$ cat config.mk
export PLATFORM = sky130hd
export DESIGN_NAME = ewma_pkt_sequencer_flat
export DESIGN_NICKNAME = d
export VERILOG_FILES = /design/src/rtl/ewma_pkt_sequencer_if.sv /design/src/rtl/ewma_pkt_sequencer.sv /design/src/flat_wrapper.sv
export SDC_FILE = /design/constraint.sdc
export NUM_CORES = 1
export LEC_CHECK = 0
export ABC_AREA = 0
export CAP_MARGIN = 25
export CORE_MARGIN = 8
export CORE_UTILIZATION = 25
export CTS_CLUSTER_DIAMETER = 30
export DETAILED_ROUTE_END_ITERATION = 8
export GPL_ROUTABILITY_DRIVEN = 0
export PLACE_DENSITY = 0.54
export RECOVER_POWER = 25
export REMOVE_ABC_BUFFERS = 1
export SLEW_MARGIN = 20
export SYNTH_ARGS = -nofsm -noshare
export SYNTH_HDL_FRONTEND = slang
export SYNTH_SLANG_ARGS = --single-unit
export TNS_END_PERCENT = 1
$ cat constraint.sdc
create_clock -name clk_h -period 1.65 [get_ports clk_h]
set_input_delay 0.165 -clock clk_h [delete_from_list [all_inputs] [get_ports clk_h]]
set_output_delay 0.165 -clock clk_h [all_outputs]
set_load 0.02 [all_outputs]
$ cat src/rtl/ewma_pkt_sequencer_if.sv
// ----------------------------------------------------------------------------
// ewma_pkt_sequencer_if
// Groups every packet, engine and decision-stage signal of the EWMA packet
// sequencer into one bundle.
//   master : the sequencer side (drives ready, engine enable/samples, results)
//   slave  : the environment side (packet source, EWMA engines, decision stage)
// Signals:
//   pkt_valid/pkt_rssi/pkt_snr  packet samples in (one-cycle pulse, no stall)
//   pkt_ready                   buffer has room
//   ewma_en/smp_rssi/smp_snr    engine enable pulse and held samples
//   rssi_done/rssi_ewma         RSSI engine completion and result
//   snr_done/snr_ewma           SNR engine completion and result
//   dec_valid/dec_rssi/dec_snr  result strobe and held result pair
//   dec_warm                    result qualified by warm-up count
//   drop_cnt/timeout_err/busy   status
// ----------------------------------------------------------------------------
interface ewma_pkt_sequencer_if #(
    parameter int DW = 32
);
    logic          pkt_valid;
    logic [DW-1:0] pkt_rssi;
    logic [DW-1:0] pkt_snr;
    logic          pkt_ready;
    logic          ewma_en;
    logic [DW-1:0] smp_rssi;
    logic [DW-1:0] smp_snr;
    logic          rssi_done;
    logic          snr_done;
    logic [DW-1:0] rssi_ewma;
    logic [DW-1:0] snr_ewma;
    logic          dec_valid;
    logic [DW-1:0] dec_rssi;
    logic [DW-1:0] dec_snr;
    logic          dec_warm;
    logic [15:0]   drop_cnt;
    logic          timeout_err;
    logic          busy;

    modport master (
        input  pkt_valid, pkt_rssi, pkt_snr,
        input  rssi_done, snr_done, rssi_ewma, snr_ewma,
        output pkt_ready, ewma_en, smp_rssi, smp_snr,
        output dec_valid, dec_rssi, dec_snr, dec_warm,
        output drop_cnt, timeout_err, busy
    );

    modport slave (
        output pkt_valid, pkt_rssi, pkt_snr,
        output rssi_done, snr_done, rssi_ewma, snr_ewma,
        input  pkt_ready, ewma_en, smp_rssi, smp_snr,
        input  dec_valid, dec_rssi, dec_snr, dec_warm,
        input  drop_cnt, timeout_err, busy
    );
endinterface

$ cat src/rtl/ewma_pkt_sequencer.sv
// ----------------------------------------------------------------------------
// ewma_pkt_sequencer
// Sequences the RSSI and SNR EWMA engines for each received LoRa packet:
// buffers one packet, launches both engines with a single-cycle enable,
// collects both results (simultaneous or staggered), and hands the pair to
// the decision stage. Packets arriving while the buffer is full are counted
// as drops; engines that never finish raise a sticky timeout error.
// Ports:
//   clk_h  clock, rising edge
//   rst_h  asynchronous active-low reset (engines share it)
//   bus    ewma_pkt_sequencer_if.master, see the interface for signal roles
// Parameters:
//   DW       sample/result width (sign-magnitude, passed through untouched)
//   TIMEOUT  WAIT cycles allowed for both done flags (>= 2)
//   WARMUP   completed updates before dec_warm asserts (1..255)
// ----------------------------------------------------------------------------
module ewma_pkt_sequencer #(
    parameter int DW      = 32,
    parameter int TIMEOUT = 16,
    parameter int WARMUP  = 4
) (
    input  logic                    clk_h,
    input  logic                    rst_h,
    ewma_pkt_sequencer_if.master    bus
);

    localparam logic [1:0] S_IDLE   = 2'd0;
    localparam logic [1:0] S_LAUNCH = 2'd1;
    localparam logic [1:0] S_WAIT   = 2'd2;
    localparam logic [1:0] S_REPORT = 2'd3;

    localparam int            TW   = $clog2(TIMEOUT);
    localparam logic [TW-1:0] TMAX = TW'(TIMEOUT - 1);

    logic [1:0]    r_state;
    logic          r_buf_full;
    logic [DW-1:0] r_buf_rssi;
    logic [DW-1:0] r_buf_snr;
    logic [15:0]   r_drop_cnt;
    logic          r_ewma_en;
    logic [DW-1:0] r_smp_rssi;
    logic [DW-1:0] r_smp_snr;
    logic          r_rssi_f;
    logic          r_snr_f;
    logic [DW-1:0] r_cap_rssi;
    logic [DW-1:0] r_cap_snr;
    logic [TW-1:0] r_timer;
    logic [7:0]    r_upd_cnt;
    logic          r_dec_valid;
    logic [DW-1:0] r_dec_rssi;
    logic [DW-1:0] r_dec_snr;
    logic          r_dec_warm;
    logic          r_timeout_err;

    logic w_accept;
    logic w_launch;
    logic w_rssi_ok;
    logic w_snr_ok;
    logic w_warm_next;

    assign w_accept  = bus.pkt_valid && !r_buf_full;
    assign w_launch  = (r_state == S_IDLE) && r_buf_full;
    // A done arriving this cycle counts as well as one latched earlier.
    assign w_rssi_ok = r_rssi_f || bus.rssi_done;
    assign w_snr_ok  = r_snr_f  || bus.snr_done;
    assign w_warm_next = (({1'b0, r_upd_cnt} + 9'd1) >= 9'(WARMUP));

    // One-entry input buffer and drop counter. Capture and drain never
    // coincide: capture needs an empty buffer, drain needs a full one.
    always_ff @(posedge clk_h or negedge rst_h) begin
        if (!rst_h) begin
            r_buf_full <= 1'b0;
            r_buf_rssi <= '0;
            r_buf_snr  <= '0;
            r_drop_cnt <= '0;
        end else begin
            // NOTE: state is updated with non-blocking assignments so every
            // register sees the pre-edge values of its neighbours.
            if (w_accept) begin
                r_buf_full <= 1'b1;
                r_buf_rssi <= bus.pkt_rssi;
                r_buf_snr  <= bus.pkt_snr;
            end else if (w_launch) begin
                r_buf_full <= 1'b0;
            end
            if (bus.pkt_valid && r_buf_full && (r_drop_cnt != 16'hFFFF)) begin
                r_drop_cnt <= r_drop_cnt + 16'd1;
            end
        end
    end

    // Main sequencer. Results are gathered in shadow registers and copied to
    // dec_* only when the pair is complete, so an aborted WAIT leaves the
    // previously reported pair intact.
    always_ff @(posedge clk_h or negedge rst_h) begin
        if (!rst_h) begin
            r_state       <= S_IDLE;
            r_ewma_en     <= 1'b0;
            r_smp_rssi    <= '0;
            r_smp_snr     <= '0;
            r_rssi_f      <= 1'b0;
            r_snr_f       <= 1'b0;
            r_cap_rssi    <= '0;
            r_cap_snr     <= '0;
            r_timer       <= '0;
            r_upd_cnt     <= '0;
            r_dec_valid   <= 1'b0;
            r_dec_rssi    <= '0;
            r_dec_snr     <= '0;
            r_dec_warm    <= 1'b0;
            r_timeout_err <= 1'b0;
        end else begin
            // NOTE: strobes default low here so they last exactly one cycle
            // unless a branch below raises them.
            r_ewma_en   <= 1'b0;
            r_dec_valid <= 1'b0;

            case (r_state)
                S_IDLE: begin
                    if (r_buf_full) begin
                        r_smp_rssi <= r_buf_rssi;
                        r_smp_snr  <= r_buf_snr;
                        r_rssi_f   <= 1'b0;
                        r_snr_f    <= 1'b0;
                        r_timer    <= '0;
                        r_ewma_en  <= 1'b1;
                        r_state    <= S_LAUNCH;
                    end
                end

                S_LAUNCH: begin
                    r_state <= S_WAIT;
                end

                S_WAIT: begin
                    if (bus.rssi_done) begin
                        r_rssi_f   <= 1'b1;
                        r_cap_rssi <= bus.rssi_ewma;
                    end
                    if (bus.snr_done) begin
                        r_snr_f   <= 1'b1;
                        r_cap_snr <= bus.snr_ewma;
                    end
                    if (w_rssi_ok && w_snr_ok) begin
                        r_dec_rssi  <= bus.rssi_done ? bus.rssi_ewma : r_cap_rssi;
                        r_dec_snr   <= bus.snr_done  ? bus.snr_ewma  : r_cap_snr;
                        r_dec_valid <= 1'b1;
                        r_dec_warm  <= w_warm_next;
                        if (r_upd_cnt != 8'hFF) begin
                            r_upd_cnt <= r_upd_cnt + 8'd1;
                        end
                        r_state <= S_REPORT;
                    end else if (r_timer == TMAX) begin
                        r_timeout_err <= 1'b1;
                        r_state       <= S_IDLE;
                    end else begin
                        r_timer <= r_timer + TW'(1);
                    end
                end

                S_REPORT: begin
                    r_state <= S_IDLE;
                end

                default: begin
                    r_state <= S_IDLE;
                end
            endcase
        end
    end

    assign bus.pkt_ready   = !r_buf_full;
    assign bus.ewma_en     = r_ewma_en;
    assign bus.smp_rssi    = r_smp_rssi;
    assign bus.smp_snr     = r_smp_snr;
    assign bus.dec_valid   = r_dec_valid;
    assign bus.dec_rssi    = r_dec_rssi;
    assign bus.dec_snr     = r_dec_snr;
    assign bus.dec_warm    = r_dec_warm;
    assign bus.drop_cnt    = r_drop_cnt;
    assign bus.timeout_err = r_timeout_err;
    assign bus.busy        = (r_state != S_IDLE) || r_buf_full;

endmodule

$ cat src/flat_wrapper.sv
// flat-port wrapper written by rule: the top's interface ports become plain ports
module ewma_pkt_sequencer_flat 
#(
    parameter int DW      = 32,
    parameter int TIMEOUT = 16,
    parameter int WARMUP  = 4
)
  (clk_h, rst_h, bus_pkt_valid, bus_pkt_rssi, bus_pkt_snr, bus_rssi_done, bus_snr_done, bus_rssi_ewma, bus_snr_ewma, bus_pkt_ready, bus_ewma_en, bus_smp_rssi, bus_smp_snr, bus_dec_valid, bus_dec_rssi, bus_dec_snr, bus_dec_warm, bus_drop_cnt, bus_timeout_err, bus_busy);
  ewma_pkt_sequencer_if #(.DW(DW)) bus_i ();
  input  logic clk_h;
  input  logic rst_h;
  input wire logic [$bits(bus_i.pkt_valid)-1:0] bus_pkt_valid;
  input wire logic [$bits(bus_i.pkt_rssi)-1:0] bus_pkt_rssi;
  input wire logic [$bits(bus_i.pkt_snr)-1:0] bus_pkt_snr;
  input wire logic [$bits(bus_i.rssi_done)-1:0] bus_rssi_done;
  input wire logic [$bits(bus_i.snr_done)-1:0] bus_snr_done;
  input wire logic [$bits(bus_i.rssi_ewma)-1:0] bus_rssi_ewma;
  input wire logic [$bits(bus_i.snr_ewma)-1:0] bus_snr_ewma;
  output wire logic [$bits(bus_i.pkt_ready)-1:0] bus_pkt_ready;
  output wire logic [$bits(bus_i.ewma_en)-1:0] bus_ewma_en;
  output wire logic [$bits(bus_i.smp_rssi)-1:0] bus_smp_rssi;
  output wire logic [$bits(bus_i.smp_snr)-1:0] bus_smp_snr;
  output wire logic [$bits(bus_i.dec_valid)-1:0] bus_dec_valid;
  output wire logic [$bits(bus_i.dec_rssi)-1:0] bus_dec_rssi;
  output wire logic [$bits(bus_i.dec_snr)-1:0] bus_dec_snr;
  output wire logic [$bits(bus_i.dec_warm)-1:0] bus_dec_warm;
  output wire logic [$bits(bus_i.drop_cnt)-1:0] bus_drop_cnt;
  output wire logic [$bits(bus_i.timeout_err)-1:0] bus_timeout_err;
  output wire logic [$bits(bus_i.busy)-1:0] bus_busy;
  assign bus_i.pkt_valid = bus_pkt_valid;
  assign bus_i.pkt_rssi = bus_pkt_rssi;
  assign bus_i.pkt_snr = bus_pkt_snr;
  assign bus_i.rssi_done = bus_rssi_done;
  assign bus_i.snr_done = bus_snr_done;
  assign bus_i.rssi_ewma = bus_rssi_ewma;
  assign bus_i.snr_ewma = bus_snr_ewma;
  assign bus_pkt_ready = bus_i.pkt_ready;
  assign bus_ewma_en = bus_i.ewma_en;
  assign bus_smp_rssi = bus_i.smp_rssi;
  assign bus_smp_snr = bus_i.smp_snr;
  assign bus_dec_valid = bus_i.dec_valid;
  assign bus_dec_rssi = bus_i.dec_rssi;
  assign bus_dec_snr = bus_i.dec_snr;
  assign bus_dec_warm = bus_i.dec_warm;
  assign bus_drop_cnt = bus_i.drop_cnt;
  assign bus_timeout_err = bus_i.timeout_err;
  assign bus_busy = bus_i.busy;
  ewma_pkt_sequencer #(.DW(DW), .TIMEOUT(TIMEOUT), .WARMUP(WARMUP)) u_core (.clk_h(clk_h), .rst_h(rst_h), .bus(bus_i));
endmodule
==> results of run 1 <==
## synth_stat cells, types with 4 or more instances
library cell | number | area share [%]
sky130_fd_sc_hd__dfrtp_1 | 293 | 62
sky130_fd_sc_hd__nand2_1 | 274 | 8.7
sky130_fd_sc_hd__mux2_2 | 131 | 13
sky130_fd_sc_hd__o21ai_0 | 67 | 2.8
sky130_fd_sc_hd__mux2i_1 | 66 | 5.6
sky130_fd_sc_hd__buf_2 | 34 | 1.4
sky130_fd_sc_hd__clkbuf_1 | 13 | 0.41
sky130_fd_sc_hd__nor3_1 | 13 | 0.55
sky130_fd_sc_hd__nand3_1 | 10 | 0.42
sky130_fd_sc_hd__nand4_1 | 9 | 0.48
sky130_fd_sc_hd__nor2_1 | 9 | 0.29
sky130_fd_sc_hd__xor2_1 | 9 | 0.67
sky130_fd_sc_hd__xnor2_1 | 7 | 0.52
sky130_fd_sc_hd__and3_1 | 4 | 0.21
sky130_fd_sc_hd__buf_6 | 4 | 0.38
sky130_fd_sc_hd__inv_1 | 4 | 0.13
## stage by stage
step                std cells  TNS, ns
finish                   2013        0
global route             2011   -0.264
CTS                      2008   -0.252
detailed placement       1872    -1.68
global placement         1872    -1.58
floorplan                 933  -264.89
## worst max path at each step
stage,from,end,slack (ns)
floorplan,u_core.r_buf_full,u_core.r_buf_rssi[0],-2.20
global placement,bus_pkt_valid,u_core.bus.drop_cnt[15],-0.05
detailed placement,bus_pkt_valid,u_core.r_buf_snr[29],-0.05
CTS,u_core.r_state[0],bus_busy,-0.25
global route,u_core.r_state[1],bus_busy,-0.05
finish,u_core.r_state[1],bus_busy,0.01
## metal layers
| metal | global-route usage (%) | routed length (µm) | part of all wire, % | vias up |
|---|---|---|---|---|
| met5 | 0 | 37 | 0.11 | - |
| met4 | 4.81 | 719 | 2.2 | 6 |
| met3 | 5.35 | 3120 | 9.5 | 61 |
| met2 | 18.1 | 14400 | 44 | 260 |
| met1 | 15.0 | 14400 | 44 | 4164 |
| li1 | - | - | - | 4076 |
## cells by family after synthesis
group / Yosys count / synth area share [%]
adders and majority gates: 3 / 0.319
AOI/OAI and AO/OA: 79 / 3.60
and+or+nand+nor: 338 / 12.0
buffers and inverters: 57 / 2.43
DFF: 293 / 62.2
xor gates and xnor gates: 16 / 1.19
muxes: 198 / 18.3
## cell type report
type | count | area share, %
inverter | 6 | 0.137
timing repair buffer | 335 | 17.6
tap | 607 | 4.17
clock buffer | 98 | 11.9
antenna | 3 | 0.0412
multi-input combinational | 634 | 23.0
sequential | 293 | 40.3
clock inverter | 37 | 2.88
## state kept, by name, summed over array words and instances (netlist names)
signal                  flops
u_core.r_timer              4
u_core.bus.dec_valid        1
u_core.bus.drop_cnt        16
u_core.r_cap_rssi          32
u_core.r_rssi_f             1
u_core.bus.dec_warm         1
u_core.bus.dec_rssi        32
u_core.r_cap_snr           32
u_core.r_snr_f              1
u_core.bus.dec_snr         32
u_core.bus.ewma_en          1
u_core.bus.smp_snr         32
u_core.r_buf_snr           32
u_core.bus.timeout_err      1
u_core.bus.smp_rssi        32
u_core.r_state              2
u_core.r_buf_full           1
u_core.r_buf_rssi          32
u_core.r_upd_cnt            8
## cells in the final DEF, fill, tap and decap left out, drive strengths merged, types with 10 or more instances in the layout
cell type and count:
buf 49, bufinv 12, clkbuf 105, clkdlybuf4s50 129
clkinv 14, dfrtp 293, dlygate4sd2 149, mux2 132
mux2i 66, nand2 275, nand3 11, nand4 10
nor2 10, nor3 13, o21ai 67
## what timing repair did
item | 4_1_cts | 5_1_grt
endpoints found under the setup margin | 150 | 26
hold buffers | 1 | 0
buffers inserted | 0 | 2
gates resized for setup | 151 | 9
hold endpoints to repair | 293 | 0
gates cloned | 0 | 0
pin swaps | 0 | 2
## where the power goes
group | switching [mW] | leakage (nW) | internal (mW)
clock network | 4.32 | 1.31 | 11.0
registers | 1.91 | 3.57 | 10.6
logic | 6.32 | 3.86 | 5.23
## worst min-delay path, delay by kind of cell
| family | cells | cell delay [ns] |
|---|---|---|
| compound gates | 2 | 0.33 |
| buf+inv | 1 | 0.12 |
==> reports/qor.log, run 1 <==
qor: layout.layout-drive-gt1-share 23.4%
qor: worst_setup_path.worstSetupPathDepth 2
qor: worst_setup_path.worst-path-max-fanout 4
qor: worst_setup_path.r2r_cells 5
qor: worst_setup_path.critPathArrivalTime 1.47 ns
qor: global_route.grt_usage 12.1%
qor: timing.slew_violations 0
qor: pwr.power_after_layout 39.4 mW
qor: timing.post-route-period-util 99.3%
qor: routing.drcViolationCount 0
qor: timing.finClkSkew 0.0153 ns
qor: min_path.worstHoldStart bus_snr_done
qor: timing.worst_margin_slew 1.17 ns
qor: timing.final-setup-viol-count 0
qor: timing.timing_hold_violations_final 0
qor: worst_setup_path.cp_num_buf_inv 1
qor: layout.register_area 7330 µm²
qor: placed_design.numPortBuffers 282
qor: routing.dr.pass1.iters 4
qor: worst_setup_path.rr_endpoint u_core.r_cap_rssi[19]
qor: min_path.worstHoldPathCells 3
qor: placed_design.place_ws -0.0528 ns
qor: yosys.syn-cell-area 11,800 µm²
qor: yosys.dominantRegCellSynth sky130_fd_sc_hd__dfrtp_1
qor: worst_setup_path.required 1.48 ns
qor: worst_setup_path.crit_path_max_incr_delay 0.39 ns
qor: worst_setup_path.worst_setup_path_end_kind output pin
qor: routing.route.vias.total 8,567
qor: global_route.antenna_found_initial 7
qor: worst_setup_path.slowest_stage sky130_fd_sc_hd__dfrtp_1
qor: worst_setup_path.worstSetupStartpointType flop
qor: worst_setup_path.ordered_cell_list_for_the_critical_path or3_1 -> buf_6
qor: yosys.synth_seq_area_share 62.2%
qor: yosys.synth.distinct_cells 41
qor: routing.wirelength 32,700 µm
qor: clock_tree.worst_skew_pair.late_latency 0.55 ns
qor: layout.multi_input_area 4190 µm²
qor: global_route.grt_first_pass_wirelength 52,200 µm
qor: layout.finalInstanceArea 18,200 µm²
qor: floorplan.initial_utilization 25.3%
qor: floorplan.boundaryPins 283
qor: pwr.peakVddDrop 1.13 mV
qor: timing.max_clock_freq 610 MHz
qor: floorplan.floorplan.die_area 54,300 µm²
qor: worst_setup_path.path_delay_family flip-flops
qor: flow_run.max_cap_viol_count 0
qor: clock_tree.clock-root-buffer sky130_fd_sc_hd__clkbuf_16
qor: global_route.overflow 0
qor: clock_tree.clk_transition_reported_paths 0.04 ns
qor: clock_tree.max-clock-path-buffers 3
qor: min_path.holdCritPathClass in2reg
qor: placed_design.dpl_cell_area 15,700 µm²
qor: floorplan.die_span_x 233 µm
qor: floorplan.die_height 233 µm
qor: timing.period_minus_slack 1.64 ns
qor: worst_setup_path.worst-setup-path-type reg2out
qor: clock_tree.cts_htree_levels 3
qor: clock_tree.cts_buffers 76
qor: routing.avgRoutedWirePerCell 16.3 µm
qor: routing.number_of_drc_markers_after_the_initial_detailed_route_iteration 304
qor: routing.detail-route-antenna-nets 0
qor: layout.syn2layout_area_growth 54.5%
qor: pwr.power.density_cell_area 2160 nW/µm²
qor: timing.final_setup_margin 0.0109 ns
qor: placed_design.detailedPlacementHpwl 22,400 µm
qor: routing.ratio_of_routed_vias_to_standard_cells 4.26
qor: clock_tree.clock_sinks 293
qor: floorplan.core_region_area 46,600 µm²
qor: pwr.power.static_leakage 8.74 nW
qor: global_route.via_count_of_the_first_global_routing_pass 9,290
qor: timing.slew_headroom 22.0%
qor: status.outcome complete, no violations
qor: yosys.number_of_instances_in_the_synthesized_netlist 984
qor: layout.finalCoreUtilization 39.1%
qor: yosys.synth-edff-count 0
qor: yosys.synth-seq-cells 293
qor: global_route.grt_max_degree 71
qor: floorplan.placement_rows 79
qor: yosys.synth-async-reset-ratio 100%
qor: worst_setup_path.crit-reg2reg-launch u_core.r_state[1]
qor: timing.grt_setup_unrepaired true
qor: yosys.syn_area_per_cell 12.0 µm²
qor: min_path.min_delay_worst_endpoint u_core.bus.timeout_err
qor: yosys.yosysWarnings 0
qor: clock_tree.clock_tree_from_tritoncts built
qor: worst_setup_path.reg2reg_setup_slack 0.10 ns
qor: layout.filler_cell_count 4,529
qor: layout.layout.nets 1,482
qor: timing.whs 0.109 ns
No activity file was read; power rests on OpenSTA's default activity.
==> inputs of run 2 (changes only) <==
--- a/config.mk
+++ b/config.mk
@@ -11,8 +11,9 @@
 export CORE_UTILIZATION = 25
 export CTS_CLUSTER_DIAMETER = 30
 export DETAILED_ROUTE_END_ITERATION = 8
+export DONT_BUFFER_PORTS = 1
 export GPL_ROUTABILITY_DRIVEN = 0
-export PLACE_DENSITY = 0.54
+export PLACE_DENSITY = 0.44
 export RECOVER_POWER = 25
 export REMOVE_ABC_BUFFERS = 1
 export SLEW_MARGIN = 20
==> constraint.sdc (replaced) <==
create_clock -name clk_h -period 2.1 [get_ports clk_h]
set_input_delay 0.21 -clock clk_h [delete_from_list [all_inputs] [get_ports clk_h]]
set_output_delay 0.21 -clock clk_h [all_outputs]
set_load 0.02 [all_outputs]
==> run 2 against run 1 <==
Net effect: the flow now finishes with violations (hold timing); sequential cell count unchanged; final cell count decreased by 8.7%; design area decreased by 7.8%; sequential power decreased by 6%; largest power group unchanged; power decreased by 24%; critical path type is now reg2reg; worst hold slack got worse by 0.79 ns.
==> reports/qor.log, run 2 (same netlist as run 1, synthesis figures left out) <==
qor: clock_tree.clock_sinks 293 [unchanged]
qor: global_route.grt_first_pass_wirelength 49,600 µm [-5.0%]
qor: timing.max_clock_freq 543 MHz
qor: clock_tree.cts_hold_repair.buffers 131 [+130]
qor: placed_design.dpl_cell_area 12,500 µm² [-20%]
qor: clock_tree.post_cts_resized 0 [-100%]
qor: floorplan.core_region_area 46,600 µm² [unchanged]
qor: worst_setup_path.critPathArrivalTime 2.31 ns [+0.84 ns]
qor: timing.timing_hold_violations_final 293 [+293]
qor: layout.finalInstanceArea 16,800 µm² [-7.8%]
qor: clock_tree.post_cts_buffers 0 [unchanged]
qor: floorplan.boundaryPins 283 [unchanged]
qor: worst_setup_path.r2r_cells 4 [-1]
qor: worst_setup_path.rr_endpoint u_core.bus.drop_cnt[1]
qor: timing.slew_violations 0 [unchanged]
qor: placed_design.numPortBuffers 0 [-100%]
qor: routing.route.vias.total 7,841 [-8.5%]
qor: global_route.via_count_of_the_first_global_routing_pass 8,389 [-9.7%]
qor: clock_tree.clk_transition_reported_paths 0.04 ns [about the same]
qor: clock_tree.clock_tree_from_tritoncts built
qor: worst_setup_path.cp_num_buf_inv 0 [-1]
qor: global_route.overflow 0 [unchanged]
qor: floorplan.floorplan.die_area 54,300 µm² [unchanged]
qor: worst_setup_path.path_delay_family simple AND/OR/NAND/NOR gates
qor: floorplan.die_span_x 233 µm [unchanged]
qor: status.violated_checks hold timing
qor: worst_setup_path.worstSetupPathDepth 4 [+2]
qor: layout.layout-drive-gt1-share 23.9% [+0.45 points]
qor: worst_setup_path.worst-path-max-fanout 5 [+1]
qor: worst_setup_path.required 2.57 ns [+1.09 ns]
qor: floorplan.die_height 233 µm [unchanged]
qor: routing.dr.pass1.iters 4 [unchanged]
qor: clock_tree.clock-root-buffer sky130_fd_sc_hd__clkbuf_16
qor: routing.drcViolationCount 0 [unchanged]
qor: clock_tree.cts_htree_levels 3 [unchanged]
qor: flow_run.max_cap_viol_count 0 [unchanged]
qor: worst_setup_path.crit_path_max_incr_delay 0.54 ns [+0.15 ns]
qor: timing.whs -0.683 ns [-0.793 ns]
qor: pwr.power.density_cell_area 1780 nW/µm² [-18%]
qor: clock_tree.max-clock-path-buffers 3 [unchanged]
qor: worst_setup_path.crit-reg2reg-launch u_core.bus.drop_cnt[12]
qor: global_route.grt_usage 11.6% [-0.40 points]
qor: placed_design.detailedPlacementHpwl 19,500 µm [-13%]
qor: layout.layout.nets 1,304 [-12%]
qor: timing.period_minus_slack 1.84 ns
qor: timing.grt_setup_unrepaired false
qor: layout.syn2layout_area_growth 42.5%
qor: worst_setup_path.worstSetupStartpointType flop
qor: routing.wirelength 31,500 µm [-3.8%]
qor: worst_setup_path.worst_setup_path_end_kind flop
qor: floorplan.placement_rows 79 [unchanged]
qor: global_route.grt_max_degree 294 [+310%]
qor: routing.number_of_drc_markers_after_the_initial_detailed_route_iteration 291 [-4.3%]
qor: routing.detail-route-antenna-nets 0 [unchanged]
qor: global_route.antenna_found_initial 1 [-6]
qor: worst_setup_path.ordered_cell_list_for_the_critical_path nand4_1 -> nor4_4 -> nor2_2 -> mux2_4
qor: clock_tree.cts_buffers 83 [+9.2%]
qor: pwr.power_after_layout 29.9 mW [-24%]
qor: worst_setup_path.worst-setup-path-type reg2reg
qor: timing.finClkSkew 0.0231 ns [+0.00780 ns]
qor: timing.worst_margin_slew 0.857 ns [-0.313 ns]
qor: pwr.peakVddDrop 1.14 mV [+1.0%]
qor: routing.ratio_of_routed_vias_to_standard_cells 4.27 [+0.24%]
qor: timing.final-setup-viol-count 0 [unchanged]
qor: worst_setup_path.reg2reg_setup_slack 0.26 ns [+0.16 ns]
qor: pwr.power.static_leakage 7.75 nW [-11%]
qor: layout.layout.cells.most_common sky130_fd_sc_hd__dfrtp_1
qor: timing.slew_headroom 42.9% [+21 points]
qor: min_path.holdCritPathClass in2async
qor: timing.timing.setup.tns 0 ns [unchanged]
qor: clock_tree.worst_skew_pair.late_latency 0.60 ns [+0.05 ns]
qor: routing.avgRoutedWirePerCell 17.1 µm [+5.4%]
qor: layout.layout_common_cells sky130_fd_sc_hd__dfrtp_1 (293), sky130_fd_sc_hd__nand2_1 (274), sky130_fd_sc_hd__mux2_2 (131)
qor: worst_setup_path.slowest_stage sky130_fd_sc_hd__dfrtp_1
qor: timing.post-route-period-util 87.7%
qor: floorplan.initial_utilization 25.3% [unchanged]
qor: status.outcome finished, violations left
run 2: power breakdown:
| group | switching [mW] | internal (mW) | total, mW |
|---|---|---|---|
| combinational | 2.69 | 2.69 | 5.38 |
| sequential | 3.37 | 8.31 | 11.7 |
| clock | 3.72 | 9.16 | 12.9 |
| total | 9.79 | 20.2 | 29.9 |
run 2: area by class of cell:
| cell class | count | area, µm² |
|---|---|---|
| antenna | 1 | 2.50 |
| clock buffer | 119 | 2410 |
| clock inverter | 28 | 517 |
| fill | 4524 | 29800 |
| inverter | 6 | 22.5 |
| multi-input combinational | 634 | 4170 |
| sequential | 293 | 7330 |
| tap | 607 | 759 |
| timing repair buffer | 150 | 1560 |
run 2: worst max path at each step:
stage	to	slack [ns]	start
floorplan	u_core.r_buf_rssi[0]	-1.75	u_core.r_buf_full
global placement	u_core.bus.drop_cnt[1]	0.27	u_core.bus.drop_cnt[12]
detailed placement	u_core.bus.drop_cnt[1]	0.28	u_core.bus.drop_cnt[12]
CTS	u_core.bus.drop_cnt[1]	0.23	u_core.bus.drop_cnt[12]
global route	u_core.bus.drop_cnt[1]	0.10	u_core.bus.drop_cnt[12]
finish	u_core.bus.drop_cnt[1]	0.26	u_core.bus.drop_cnt[12]
run 2: routing by layer:
metal / part of all wire (%) / track usage [%]
met2: 44 / 17.1
met4: 2.6 / 4.59
met3: 12 / 7.12
met1: 41 / 13.7
met5: 0 / 0
run 2: per-stage QoR:
step                setup slack (ns)  std cells  utilization (%)
floorplan                      -1.75        933                -
global placement               0.275       1559             26.9
detailed placement             0.282       1559             26.9
CTS                            0.235       1837             36.0
global route                   0.104       1837             36.0
finish                         0.259       1838             36.1
==> inputs of run 3 (changes only) <==
--- a/config.mk
+++ b/config.mk
@@ -8,12 +8,12 @@
 export ABC_AREA = 0
 export CAP_MARGIN = 25
 export CORE_MARGIN = 8
-export CORE_UTILIZATION = 25
+export CORE_UTILIZATION = 50
 export CTS_CLUSTER_DIAMETER = 30
 export DETAILED_ROUTE_END_ITERATION = 8
 export DONT_BUFFER_PORTS = 1
 export GPL_ROUTABILITY_DRIVEN = 0
-export PLACE_DENSITY = 0.44
+export PLACE_DENSITY = 0.71
 export RECOVER_POWER = 25
 export REMOVE_ABC_BUFFERS = 1
 export SLEW_MARGIN = 20
==> run 3 against run 2 <==
Net effect: the run still ends with hold timing left; worst setup slack improved by 0.031 ns; maximum frequency increased by 1.7%; die area decreased by 47%; non-clock buffer count decreased by 2; critical path type unchanged; highest routed layer unchanged.
==> reports/qor.log, run 3 (same netlist as run 1, synthesis figures left out) <==
qor: status.violated_checks hold timing
qor: floorplan.placement_rows 56 [-29%]
qor: clock_tree.clock-root-buffer sky130_fd_sc_hd__clkbuf_16
qor: timing.worst_margin_slew 0.714 ns [-0.143 ns]
qor: clock_tree.clock_sinks 293 [unchanged]
qor: worst_setup_path.rr_endpoint u_core.bus.smp_snr[27]
qor: pwr.power.density_cell_area 1690 nW/µm² [-5.3%]
qor: worst_setup_path.cp_num_buf_inv 3 [+3]
qor: min_path.holdCritPathClass in2async
qor: floorplan.die_span_x 169 µm [-27%]
qor: timing.timing.setup.tns 0 ns [unchanged]
qor: routing.detail-route-antenna-nets 0 [unchanged]
qor: routing.dr.pass1.iters 4 [unchanged]
qor: pwr.power.static_leakage 7.23 nW [-6.6%]
qor: timing.slew_violations 0 [unchanged]
qor: global_route.via_count_of_the_first_global_routing_pass 8,472 [+0.99%]
qor: layout.layout.cells.most_common sky130_fd_sc_hd__dfrtp_1
qor: worst_setup_path.crit_end u_core.bus.smp_snr[27]
qor: global_route.grt_usage 20.3% [+8.6 points]
qor: pwr.peakVddDrop 1.09 mV [-4.1%]
qor: routing.route.vias.total 7,883 [+0.54%]
qor: global_route.overflow 0 [unchanged]
qor: clock_tree.clk_transition_reported_paths 0.05 ns [about the same]
qor: placed_design.numPortBuffers 0 [unchanged]
qor: worst_setup_path.worstSetupPathDepth 6 [+2]
qor: global_route.grt_first_pass_wirelength 47,000 µm [-5.2%]
qor: floorplan.boundaryPins 283 [unchanged]
qor: floorplan.core_region_area 23,300 µm² [-50%]
qor: layout.layout.nets 1,276 [-2.1%]
qor: layout.syn2layout_area_growth 30.8%
qor: worst_setup_path.worstSetupStartpointType flop
qor: clock_tree.cts_htree_levels 2 [-1]
qor: worst_setup_path.launch_point_of_the_worst_path u_core.r_buf_full
qor: clock_tree.cts_hold_repair.buffers 132 [+0.76%]
qor: floorplan.floorplan.die_area 28,700 µm² [-47%]
qor: timing.post-route-period-util 86.2% [-1.5 points]
qor: floorplan.die_height 169 µm [-27%]
qor: worst_setup_path.ordered_cell_list_for_the_critical_path inv_2 -> or3_2 -> inv_2 -> buf_12 -> nand2_1 -> nand2_1
qor: clock_tree.post_cts_buffers 0 [unchanged]
qor: worst_setup_path.worst-path-max-fanout 36 [+31]
qor: routing.drcViolationCount 0 [unchanged]
qor: timing.max_clock_freq 552 MHz [+1.7%]
qor: worst_setup_path.required 2.58 ns [about the same]
qor: worst_setup_path.crit-reg2reg-launch u_core.r_buf_full
qor: worst_setup_path.critPathArrivalTime 2.29 ns [-0.02 ns]
qor: placed_design.detailedPlacementHpwl 16,900 µm [-13%]
qor: timing.timing_hold_violations_final 293 [unchanged]
qor: timing.slew_headroom 52.4% [+9.5 points]
qor: worst_setup_path.slowest_stage sky130_fd_sc_hd__dfrtp_1
qor: clock_tree.clock_tree_from_tritoncts built
qor: worst_setup_path.path_delay_family buffers and inverters
qor: timing.final-setup-viol-count 0 [unchanged]
qor: global_route.antenna_found_initial 1 [unchanged]
qor: clock_tree.max-clock-path-buffers 3 [unchanged]
qor: layout.finalCoreUtilization 66.1% [+30 points]
qor: status.outcome finished, violations left
qor: timing.grt_setup_unrepaired false
qor: layout.layout_common_cells sky130_fd_sc_hd__dfrtp_1 (293), sky130_fd_sc_hd__nand2_1 (274), sky130_fd_sc_hd__mux2_2 (131)
qor: timing.period_minus_slack 1.81 ns [-0.0307 ns]
qor: timing.whs -0.632 ns [+0.0509 ns]
qor: layout.layout-drive-gt1-share 21.7% [-2.2 points]
qor: clock_tree.cts_buffers 57 [-31%]
qor: clock_tree.worst_skew_pair.late_latency 0.54 ns [-0.06 ns]
qor: flow_run.max_cap_viol_count 0 [unchanged]
qor: routing.number_of_drc_markers_after_the_initial_detailed_route_iteration 516 [+77%]
qor: worst_setup_path.reg2reg_setup_slack 0.29 ns [+0.03 ns]
qor: floorplan.initial_utilization 50.5% [+25 points]
qor: worst_setup_path.r2r_cells 6 [+2]
qor: routing.wirelength 29,200 µm [-7.3%]
qor: routing.ratio_of_routed_vias_to_standard_cells 5.24 [+23%]
qor: worst_setup_path.worst-setup-path-type reg2reg
qor: timing.finClkSkew 0.0171 ns [-0.00599 ns]
qor: clock_tree.post_cts_resized 0 [unchanged]
qor: pwr.power_after_layout 26.0 mW [-13%]
qor: global_route.grt_max_degree 294 [unchanged]
qor: routing.avgRoutedWirePerCell 19.4 µm [+13%]
qor: worst_setup_path.crit_path_max_incr_delay 0.46 ns [-0.08 ns]
qor: worst_setup_path.worst_setup_path_end_kind flop
## run 3: cell types whose count changed in the layout (fill, tap and decap cells not counted), moves of 5 or more
cell | previous run | this run
sky130_fd_sc_hd__bufinv_16 | 10 | 4
sky130_fd_sc_hd__clkinv_2 | 10 | 4
sky130_fd_sc_hd__clkinv_4 | 0 | 7
sky130_fd_sc_hd__clkbuf_1 | 16 | 5
sky130_fd_sc_hd__inv_6 | 1 | 6
sky130_fd_sc_hd__clkinvlp_4 | 1 | 7
sky130_fd_sc_hd__clkbuf_16 | 83 | 59
sky130_fd_sc_hd__clkbuf_8 | 20 | 9
## run 3: cell type report
| class | instances | area (µm²) |
|---|---|---|
| Tap cell | 319 | 399 |
| Clock buffer | 73 | 1620 |
| Antenna cell | 1 | 2.50 |
| Inverter | 6 | 22.5 |
| Clock inverter | 29 | 318 |
| Sequential cell | 293 | 7330 |
| Multi-Input combinational cell | 634 | 4170 |
| Fill cell | 1609 | 7920 |
| Timing Repair Buffer | 148 | 1540 |
## run 3: metal layers
metal	track usage [%]	part of all wire [%]	vias up	routed length, µm
li1	-	-	3657	-
met1	24.7	41	3890	11900
met2	32.5	47	284	13600
met3	8.54	10	52	3060
met4	6.08	2.1	0	618
met5	0	0	-	0
## run 3: worst min-delay path by stage
| stage | startpoint | end | cells past startpoint |
|---|---|---|---|
| 6_report | rst_h | u_core.bus.dec_snr[13] | 0 |
| 5_1_grt | rst_h | u_core.bus.dec_snr[13] | 0 |
| 4_1_cts | rst_h | u_core.r_cap_snr[31] | 0 |
| 3_5_place_dp | rst_h | u_core.bus.dec_snr[13] | 0 |
| 3_3_place_gp | rst_h | u_core.bus.dec_snr[31] | 0 |
| 2_1_floorplan | rst_h | u_core.bus.dec_rssi[0] | 0 |
## run 3: worst register-to-register path, stage by stage, from the launching register on
cell and delay, ns:
sky130_fd_sc_hd__dfrtp_1 0.46, sky130_fd_sc_hd__inv_2 0.12, sky130_fd_sc_hd__or3_2 0.46, sky130_fd_sc_hd__inv_2 0.28, sky130_fd_sc_hd__buf_12 0.25, sky130_fd_sc_hd__nand2_1 0.10
sky130_fd_sc_hd__nand2_1 0.08
## run 3: power by group
group | switching, mW | leakage (nW) | total, mW | internal (mW)
Clock | 2.97 | 0.933 | 8.90 | 5.93
Combinational | 2.79 | 2.73 | 5.43 | 2.64
Sequential | 3.40 | 3.57 | 11.7 | 8.30
## run 3: through the flow
stage               instances  instance area (µm²)  worst slack [ns]
floorplan                 933                11500             -1.75
global placement         1268                12100             0.389
global route             1503                15400             0.204
finish                   1503                15400             0.290
detailed placement       1268                12100             0.310
CTS                      1502                15400             0.296
